[src/rtl/dvp_tx_pkg.sv]
// dvp_tx_pkg: shared FSM states, pattern codes and colour-bar palette for the DVP pattern source.
package dvp_tx_pkg;
  typedef enum logic [2:0] {IDLE, VSYNC, VBP, ACTIVE, VFP} state_e;
  typedef enum logic [1:0] {PAT_BARS, PAT_RAMP, PAT_COORD, PAT_SOLID} pattern_e;
  localparam logic [7:0][15:0] BAR_RGB = {
    16'h0000, 16'h001F, 16'hF800, 16'hF81F, 16'h07E0, 16'h07FF, 16'hFFE0, 16'hFFFF
  };
endpackage

[src/rtl/dvp_pattern_gen.sv]
// dvp_pattern_gen: combinational RGB565 pixel for one active-region coordinate.
module dvp_pattern_gen
  import dvp_tx_pkg::*;
(
  input  logic [15:0] x,
  input  logic [7:0]  y,
  input  logic [2:0]  bar,
  input  logic [1:0]  pattern,
  input  logic [15:0] solid,
  output logic [15:0] pixel
);
  always_comb
    pixel = pattern == PAT_BARS  ? BAR_RGB[bar] :
            pattern == PAT_RAMP  ? x :
            pattern == PAT_COORD ? {y, x[7:0]} : solid;
endmodule

[src/rtl/dvp_pattern_tx.sv]
// dvp_pattern_tx: DVP video source emitting vsync/href and RGB565 bytes (high byte first).
// Next-cycle position is computed combinationally so every output can be registered in step with it.
module dvp_pattern_tx
  import dvp_tx_pkg::*;
#(
  parameter int H_PIXEL  = 1280,
  parameter int V_PIXEL  = 1920,
  parameter int H_TOTAL  = 1290,
  parameter int V_TOTAL  = 1940,
  parameter int VS_LINES = 4,
  parameter int V_BP     = 4
) (
  input  logic        clk,
  input  logic        rst_n,
  input  logic        enable,
  input  logic [1:0]  pattern,
  input  logic [15:0] solid_rgb,
  output logic        cam_vsync,
  output logic        cam_href,
  output logic [7:0]  cam_data,
  output logic        busy,
  output logic        frame_done,
  output logic [15:0] frame_cnt
);
  localparam int HW    = $clog2(2 * H_TOTAL);
  localparam int VW    = $clog2(V_TOTAL);
  localparam int BW    = $clog2(H_PIXEL / 8) + 1;
  localparam int V_ACT = VS_LINES + V_BP;
  localparam int V_FP  = V_ACT + V_PIXEL;
  state_e state_q, state_d;
  logic [HW-1:0] h_q, h_d;
  logic [VW-1:0] v_q, v_d, y_d;
  logic [BW-1:0] bx_q, bx_d;
  logic [2:0] bi_q, bi_d;
  logic [1:0] pat_q;
  logic [15:0] solid_q, pixel;
  logic h_end, href_d, done_d;
  dvp_pattern_gen u_gen (
    .x      (16'(h_d >> 1)),
    .y      (8'(y_d)),
    .bar    (bi_d),
    .pattern(pat_q),
    .solid  (solid_q),
    .pixel  (pixel)
  );
  always_comb begin
    h_end   = h_q == HW'(2 * H_TOTAL - 1);
    state_d = IDLE;
    h_d     = '0;
    v_d     = '0;
    bx_d    = '0;
    bi_d    = '0;
    if (state_q == IDLE || (h_end && v_q == VW'(V_TOTAL - 1))) state_d = enable ? VSYNC : IDLE;
    else begin
      h_d = h_end ? '0 : h_q + HW'(1);
      v_d = h_end ? v_q + VW'(1) : v_q;
      state_d = v_d < VW'(VS_LINES) ? VSYNC : v_d < VW'(V_ACT) ? VBP : v_d < VW'(V_FP) ? ACTIVE : VFP;
      // bar index advances on each new pixel once the current bar is full
      if (h_d != '0) begin
        bx_d = h_d[0] ? bx_q : bx_q == BW'(H_PIXEL / 8 - 1) ? '0 : bx_q + BW'(1);
        bi_d = (h_d[0] || bx_q != BW'(H_PIXEL / 8 - 1)) ? bi_q : bi_q + 3'd1;
      end
    end
    y_d    = v_d - VW'(V_ACT);
    href_d = state_d == ACTIVE && h_d < HW'(2 * H_PIXEL);
    done_d = state_d != IDLE && h_d == HW'(2 * H_TOTAL - 1) && v_d == VW'(V_TOTAL - 1);
  end
  always_ff @(posedge clk or negedge rst_n)
    if (!rst_n) begin
      state_q    <= IDLE;
      h_q        <= '0;
      v_q        <= '0;
      bx_q       <= '0;
      bi_q       <= '0;
      pat_q      <= '0;
      solid_q    <= '0;
      cam_vsync  <= 1'b0;
      cam_href   <= 1'b0;
      cam_data   <= '0;
      busy       <= 1'b0;
      frame_done <= 1'b0;
      frame_cnt  <= '0;
    end else begin
      state_q <= state_d;
      h_q     <= h_d;
      v_q     <= v_d;
      bx_q    <= bx_d;
      bi_q    <= bi_d;
      if (state_d == VSYNC && state_q != VSYNC) begin
        pat_q   <= pattern;
        solid_q <= solid_rgb;
      end
      cam_vsync  <= state_d == VSYNC;
      cam_href   <= href_d;
      cam_data   <= href_d ? (h_d[0] ? pixel[7:0] : pixel[15:8]) : '0;
      busy       <= state_d != IDLE;
      frame_done <= done_d;
      frame_cnt  <= frame_cnt + 16'(done_d);
    end
endmodule

[config.mk]
export PLATFORM = sky130hd
export DESIGN_NAME = dvp_pattern_tx
export DESIGN_NICKNAME = d
export VERILOG_FILES = /design/src/rtl/dvp_tx_pkg.sv /design/src/rtl/dvp_pattern_gen.sv /design/src/rtl/dvp_pattern_tx.sv
export SDC_FILE = /design/constraint.sdc
export NUM_CORES = 1
export LEC_CHECK = 0
export ABC_AREA = 1
export BUFFER_PORTS_ARGS = -buffer_cell sky130_fd_sc_hd__buf_2
export CAP_MARGIN = 0
export CORE_MARGIN = 1
export CORE_UTILIZATION = 56
export CTS_BUF_LIST = sky130_fd_sc_hd__clkbuf_4 sky130_fd_sc_hd__clkbuf_8
export DETAILED_ROUTE_END_ITERATION = 8
export PLACE_DENSITY = 0.84
export SETUP_SLACK_MARGIN = 0.1
export SYNTH_ARGS = -nofsm -noshare
export SYNTH_HDL_FRONTEND = slang
export SYNTH_SLANG_ARGS = --single-unit
[constraint.sdc]
create_clock -name clk -period 3.24 [get_ports clk]
set_input_delay 0.972 -clock clk [delete_from_list [all_inputs] [get_ports clk]]
set_output_delay 0.972 -clock clk [all_outputs]
set_load 0.05 [all_outputs]
# ---- Word-level counts from Yosys, hierarchy flattened
# Memories as Yosys holds them, arrays and structs flattened.
# Index checks and enable logic that the tools add are counted.
dict set report totals {
  elab_cells 70
  input_bits 21
  rom_bits 128
  ff_bits 84
  memories 1
}
# memory depth word_bits rd rd_ports_with_merged_regs write_ports line
set memory_table {}
lappend memory_table {{(name not given)} 8 16 1 0 0 dvp_pattern_gen.sv:13} ;# pixel = pattern == PAT_BARS ? BAR_RGB[bar] :
dict set report classes {
  eq_ne 12
  n_lt_le_gt_ge 5
  n_mux 22
  addsub 6
  n_reduce_logical 11
}
# cell count
set op_table {}
lappend op_table {{16-bit 2-to-1 mux} 4}
lappend op_table {{9-bit 2-to-1 mux} 4}
lappend op_table {{12-bit == test, second input constant} 2}
lappend op_table {{12-bit 2-to-1 mux} 2}
lappend op_table {{11-bit == test, second input constant} 2}
lappend op_table {{11-bit 2-to-1 mux} 2}
lappend op_table {{3-bit 2-to-1 mux} 7}
lappend op_table {{16-bit by 1-bit adder with 16-bit output} 1}
lappend op_table {{8-bit 2-to-1 mux} 2}
lappend op_table {{12-bit by 1-bit adder with 12-bit output, second input constant} 1}
lappend op_table {{12-bit < comparator, second input constant} 1}
lappend op_table {{12-bit nonzero test} 1}
lappend op_table {{11-bit by 1-bit adder with 11-bit output, second input constant} 1}
lappend op_table {{11-bit < comparator, second input constant} 1}
lappend op_table {{11-bit by 3-bit < comparator with 1-bit output, second input constant} 1}
lappend op_table {{11-bit by 4-bit < comparator with 1-bit output, second input constant} 1}
lappend op_table {{9-bit by 1-bit adder with 9-bit output, second input constant} 1}
lappend op_table {{9-bit by 8-bit == test with 1-bit output, second input constant} 1}
lappend op_table {{9-bit by 8-bit inequality test with 1-bit output, second input constant} 1}
lappend op_table {{8-bit by 4-bit subtractor with 8-bit output, second input constant} 1}
lappend op_table {{1-bit logical AND} 5}
lappend op_table {{3-bit by 4-bit < comparator with 1-bit output, second input constant} 1}
lappend op_table {{3-bit by 1-bit adder with 3-bit output, second input constant} 1}
lappend op_table {{3-bit by 1-bit == test with 1-bit output, second input constant} 1}
lappend op_table {{10 further kinds} 11}

# ---- Longest topological paths before layout
dict set report depth {
  word_depth 11
  depth_mapped 22
}

# ---- Cells and area by module
# A second synthesis with hierarchy kept.
dict set report unflattened {
  hier_cells 652
  hier_area_um2 4977.3
}
# mod seq_area_each_um2 area_each_um2 cells_per_inst n_inst
set modules_own_cells {}
lappend modules_own_cells {dvp_pattern_tx 2102.0 4375.4 539 1}
lappend modules_own_cells {dvp_pattern_gen 0.0 601.8 113 1}

# ---- Least setup slack after synthesis
# Ideal clock, no wire load.
dict set report synth_timing {
  path_type {register -> register}
  from {reg h_q[0]}
  to {reg frame_cnt[14]}
  slack_ns 0.012
  path_stages_with_launch 22
  period_less_slack_ns 3.228
  arrival_time_ns 3.147
  path_cell_list {dfrtp_1 ha_1 inv_2 nor2_2 nand3_2 buf_6 nor2_4 nor2_8 inv_2 buf_4 nor2_1 nand4_1 nor2_1 ha_1 ha_1 nand3_1 nor2_1 nand3_1 nor2_1 nand4_1 nor3_1 xor2_1}
}
dict set report synth_via {
  elab_cells_between_ends 21
  cone_classes {add/sub: 2; order compare: 3; eq/ne: 3; mux: 8; reduce/logical: 5}
}
# element line
set synth_lines {}
lappend synth_lines {{start: declaration} dvp_pattern_tx.sv:31} ;# logic [HW-1:0] h_q, h_d;
lappend synth_lines {{start signal: assignment} dvp_pattern_tx.sv:71} ;# h_q <= '0;
lappend synth_lines {{start signal: assignment} dvp_pattern_tx.sv:85} ;# h_q <= h_d;
lappend synth_lines {{12-bit == test *} dvp_pattern_tx.sv:47} ;# h_end = h_q == HW'(2 * H_TOTAL - 1);
lappend synth_lines {{1-bit logical AND} dvp_pattern_tx.sv:53} ;# if (state_q == IDLE || (h_end && v_q == VW'(V_TOTAL - 1))) state_d = enable ? VSYNC : IDLE;
lappend synth_lines {{1-bit logical OR} dvp_pattern_tx.sv:53}
lappend synth_lines {{11-bit 2-to-1 mux *} dvp_pattern_tx.sv:53}
lappend synth_lines {{named net v_d[8]} dvp_pattern_tx.sv:32} ;# logic [VW-1:0] v_q, v_d, y_d;
lappend synth_lines {{11-bit == test *} dvp_pattern_tx.sv:66} ;# done_d = state_d != IDLE && h_d == HW'(2 * H_TOTAL - 1) && v_d == VW'(V_TOTAL - 1);
lappend synth_lines {{1-bit logical AND *} dvp_pattern_tx.sv:66}
lappend synth_lines {{named net done_d} dvp_pattern_tx.sv:37} ;# logic h_end, href_d, done_d;
lappend synth_lines {{16-bit by 1-bit adder with 16-bit output *} dvp_pattern_tx.sv:98} ;# frame_cnt <= frame_cnt + 16'(done_d);
lappend synth_lines {{end signal: assignment} dvp_pattern_tx.sv:98}
lappend synth_lines {{end: declaration} dvp_pattern_tx.sv:23} ;# output logic [15:0] frame_cnt
# Mark *: on every way through the listed nets, which the timed path passes. The rest lies on a longest branch.
# A chain may end at the register's enable or synchronous reset.

# ---- Worst setup path in the final report
dict set report layout_timing {
  from {reg h_q[0]}
  to {reg frame_cnt[15]}
}
dict set report layout_via {
  elab_chain_len 11
  elab_cells_between_ends 21
  cone_classes {add/sub: 2; order compare: 3; eq/ne: 3; mux: 8; reduce/logical: 5}
}
# element line
set layout_lines {}
lappend layout_lines {{12-bit == test} dvp_pattern_tx.sv:47}
lappend layout_lines {{11-bit 2-to-1 mux} dvp_pattern_tx.sv:56} ;# v_d = h_end ? v_q + VW'(1) : v_q;
lappend layout_lines {{11-bit < comparator} dvp_pattern_tx.sv:57} ;# state_d = v_d < VW'(VS_LINES) ? VSYNC : v_d < VW'(V_ACT) ? VBP : v_d < VW'(V_FP) ? ACTIVE : VFP;
lappend layout_lines {{3-bit 2-to-1 mux (3 in a row)} dvp_pattern_tx.sv:57}
lappend layout_lines {{3-bit 2-to-1 mux} dvp_pattern_tx.sv:53}
lappend layout_lines {{3-bit nonzero test} dvp_pattern_tx.sv:66}
lappend layout_lines {{1-bit logical AND} dvp_pattern_tx.sv:66}
lappend layout_lines {{1-bit logical AND *} dvp_pattern_tx.sv:66}
lappend layout_lines {{named net done_d} dvp_pattern_tx.sv:37}
lappend layout_lines {{16-bit by 1-bit adder with 16-bit output *} dvp_pattern_tx.sv:98}
# Marks and branches as above.

==> impl_metrics.ini <==
[worst_setup_path]
cp.arrival_ns = 3.44
worstRegToRegCells = 20
crit_slowest_cell = dfrtp_1
ff2ff_setup_slack_ns = 0.08
endpoint_kind = register
crit_family = simple AND/OR/NAND/NOR gates
worstPathRequired_ns = 3.53
r2r-end = frame_cnt[15]$_DFF_PN0_
critPathKind = reg2reg
cpMostUsedCell = nor2_4
cp-start-kind = register
crit_chain = ha_4 > nand2_1 > nor2_2 > nand3_4 > inv_1 > nand2_1 > nand2_2 > nand4_1 > nor3_2 > nand3_2 > nor2_4 > ha_4 > nand3_4 > nor2_2 > nand3_2 > nor2_4 > nand2_4 > nor2_4 > nand4_1 > xnor2_1
timing.rr.start = h_q[0]$_DFF_PN0_
path_max_fanout = 5
cpPeakStageDelay_ns = 0.43
critPathBufInv = 1

[global_route]
antenna_found_initial = 0
grt_overflow = 0
grt_pass1_vias = 4465
grt_usage_pct = 29.7
grt_max_degree = 53
grt_pass1_wl_mm = 20.6

[clocking]
numClockSinks = 84
htreeDepth = 3
cts_hold_buf = 0
cts_buffer_depth = 2
ctsRootBufferMaster = clkbuf_8
clk_pin_slew_worst_paths_ns = 0.10
cts_tree = done
clock_latency_ns = 0.37
cts_buffers = 9

[sta]
fmax_mhz = 317
finalCriticalPeriod_ns = 3.16
worst_pin_slew_ns = 0.645
rsz0062_at_grt = true
fin_crit_sh_pct = 97.5
relSlewSlack_pct = 56.9
timing_hold_violations_final = 0
skew_ns = 0.00928
setup_violations = 0
tns_ns = 0
maxSlewViolCount = 0

[layout]
mostFrequentLayoutCells = nand2_1 (166), dfrtp_1 (82), inv_1 (70)
area_growth_syn_to_layout_pct = 23.7
multiInputGateArea_um2 = 2670
final_common_cell = nand2_1
final-seq-area_um2 = 2100
final_util_pct = 73.0
drive_above_1_share_pct = 28.7
design_area_um2 = 6090
antenna_cells = 0
num-fill-cells = 621
layout.nets = 783

[power]
vdd_drop_max_mv = 0.413
p_leak_uw = 0.00322
p_total_uw = 3080
power_density_nw_per_um2 = 507

[synthesis]
ys.flop_type = dfrtp_1
synth_edf_count = 0
synth-compound-area-share_pct = 5.06
ys_seq_area_share_pct = 42.7
ys_async_sr_fraction_pct = 100
synth_nets = 691
synthXorXnorAreaFrac_pct = 3.74
synthAdderAreaFrac_pct = 1.78
synthMuxAreaShare_pct = 0
syn_area_per_cell_um2 = 7.42
synth.ff_latch_count = 84
synth_cells = 663
yosys_warnings = 0
synthesis.area_um2 = 4920
ys_types = 37
synth_top_family_by_area = simple AND/OR/NAND/NOR gates
synthSimpleGateAreaFrac_pct = 38.1

[floorplan]
initial_core_util_pct = 59.0
rows = 33
die_h_um = 95.8
die-area_um2 = 9170
die_w_um = 95.8
num_io_pins = 49
core_area_um2 = 8340

[route]
drt_iter0_drc = 450
viasPerCell = 5.66
drtPass1Iterations = 5
routed-via-count = 4894
finalWirelength_mm = 13.8
ant_nets = 0
drc = 0
wl_per_cell_um = 15.9

[place]
hpwl_mm = 9.41
placed_cell_area_um2 = 5400
portBuffers = 48
gp_congestion = 0.998

[outcome]
status = finished, final reports clean

[hold_path]
worstHoldPathCells = 2
holdCritStartpoint = solid_q[2]$_DFFE_PN0P_
hold_path_class = reg2reg
worstHoldEndpoint = solid_q[2]$_DFFE_PN0P_

[run]
cap_violations = 0
## flip-flops by register name, summed over array words and instances, names as in the netlist
signal and count:
h_q 12, solid_q 16, pat_q 2, cam_href 1, frame_cnt 16, bi_q 3, cam_data 8, state_q 3
bx_q 9, frame_done 1, v_q 11, cam_vsync 1, busy 1
## through the flow
stage	hold slack (ns)	setup WS (ns)	instances
floorplan	0.437	0.123	663
global placement	0.455	0.120	824
detailed placement	0.466	-0.0542	824
CTS	0.487	0.0944	853
global route	0.501	-0.0335	865
finish	0.487	0.0819	865
## how the worst max path moves through the flow
stage | start | endpoint | slack, ns | cells past startpoint
2_1_floorplan | h_q[0]$_DFF_PN0_ | frame_cnt[14]$_DFF_PN0_ | 0.12 | 21
3_3_place_gp | h_q[0]$_DFF_PN0_ | frame_cnt[14]$_DFF_PN0_ | 0.12 | 20
3_5_place_dp | h_q[0]$_DFF_PN0_ | frame_cnt[14]$_DFF_PN0_ | -0.05 | 20
4_1_cts | h_q[8]$_DFF_PN0_ | frame_cnt[6]$_DFF_PN0_ | 0.09 | 22
5_1_grt | h_q[1]$_DFF_PN0_ | frame_cnt[15]$_DFF_PN0_ | -0.03 | 20
6_report | h_q[0]$_DFF_PN0_ | frame_cnt[15]$_DFF_PN0_ | 0.08 | 20
## cell usage after synthesis, drive strengths merged, types with 4 or more instances
cell	instances	area (µm²)
nand2	202	806
inv	87	327
nor2	85	407
dfrtp	84	2100
nand3	56	308
nand4	37	231
a21oi	25	125
o21ai	17	85.1
xor2	13	114
buf	12	81.3
nor3	9	45.0
xnor2	8	70.1
ha	7	87.6
nor4	4	25.0
## metal layers
metal	share of wire [%]	track usage [%]	wire length, µm	vias up
li1	-	-	-	2310
met4	2.7	10.9	371	0
met3	6.1	4.74	835	41
met5	0	0	0	-
met2	50	50.2	6840	219
met1	42	38.6	5740	2324
## power breakdown
| part | total, µW | switching (µW) | internal (µW) | leakage, µW |
|---|---|---|---|---|
| combinational | 1010 | 617 | 390 | 0.00201 |
| clock | 797 | 429 | 369 | 0.000103 |
| sequential | 1280 | 123 | 1160 | 0.00110 |
## repair_timing
item                                    4_1_cts  5_1_grt
pin swaps                                    13       26
hold endpoints to repair                      0        0
gates resized for setup                      22       57
buffers inserted                             13       12
endpoints found under the setup margin        4        7
## layout make-up
cell class	count	area share, %
Multi-Input combinational cell	476	43.9
Sequential cell	84	34.6
Timing Repair Buffer	96	10.5
Inverter	88	5.51
Tap cell	105	2.16
Clock buffer	9	2.03
Clock inverter	7	1.32
## worst min-delay path, delay by kind of cell (launching register included)
| kind | cells | cell delay, ns |
|---|---|---|
| flops | 1 | 0.36 |
| simple gates | 2 | 0.10 |
## kinds of logic (layout without fill, tap and decap cells)
logic type | after synthesis | count (layout)
flip-flops | 84 | 84
AO/OA/AOI/OAI | 47 | 47
buffers and inverters | 103 | 200
AND/OR/NAND/NOR | 401 | 401
adder cells (fa/ha/maj) | 7 | 7
XOR/XNOR | 21 | 21
(Power assumes the default switching activity.)
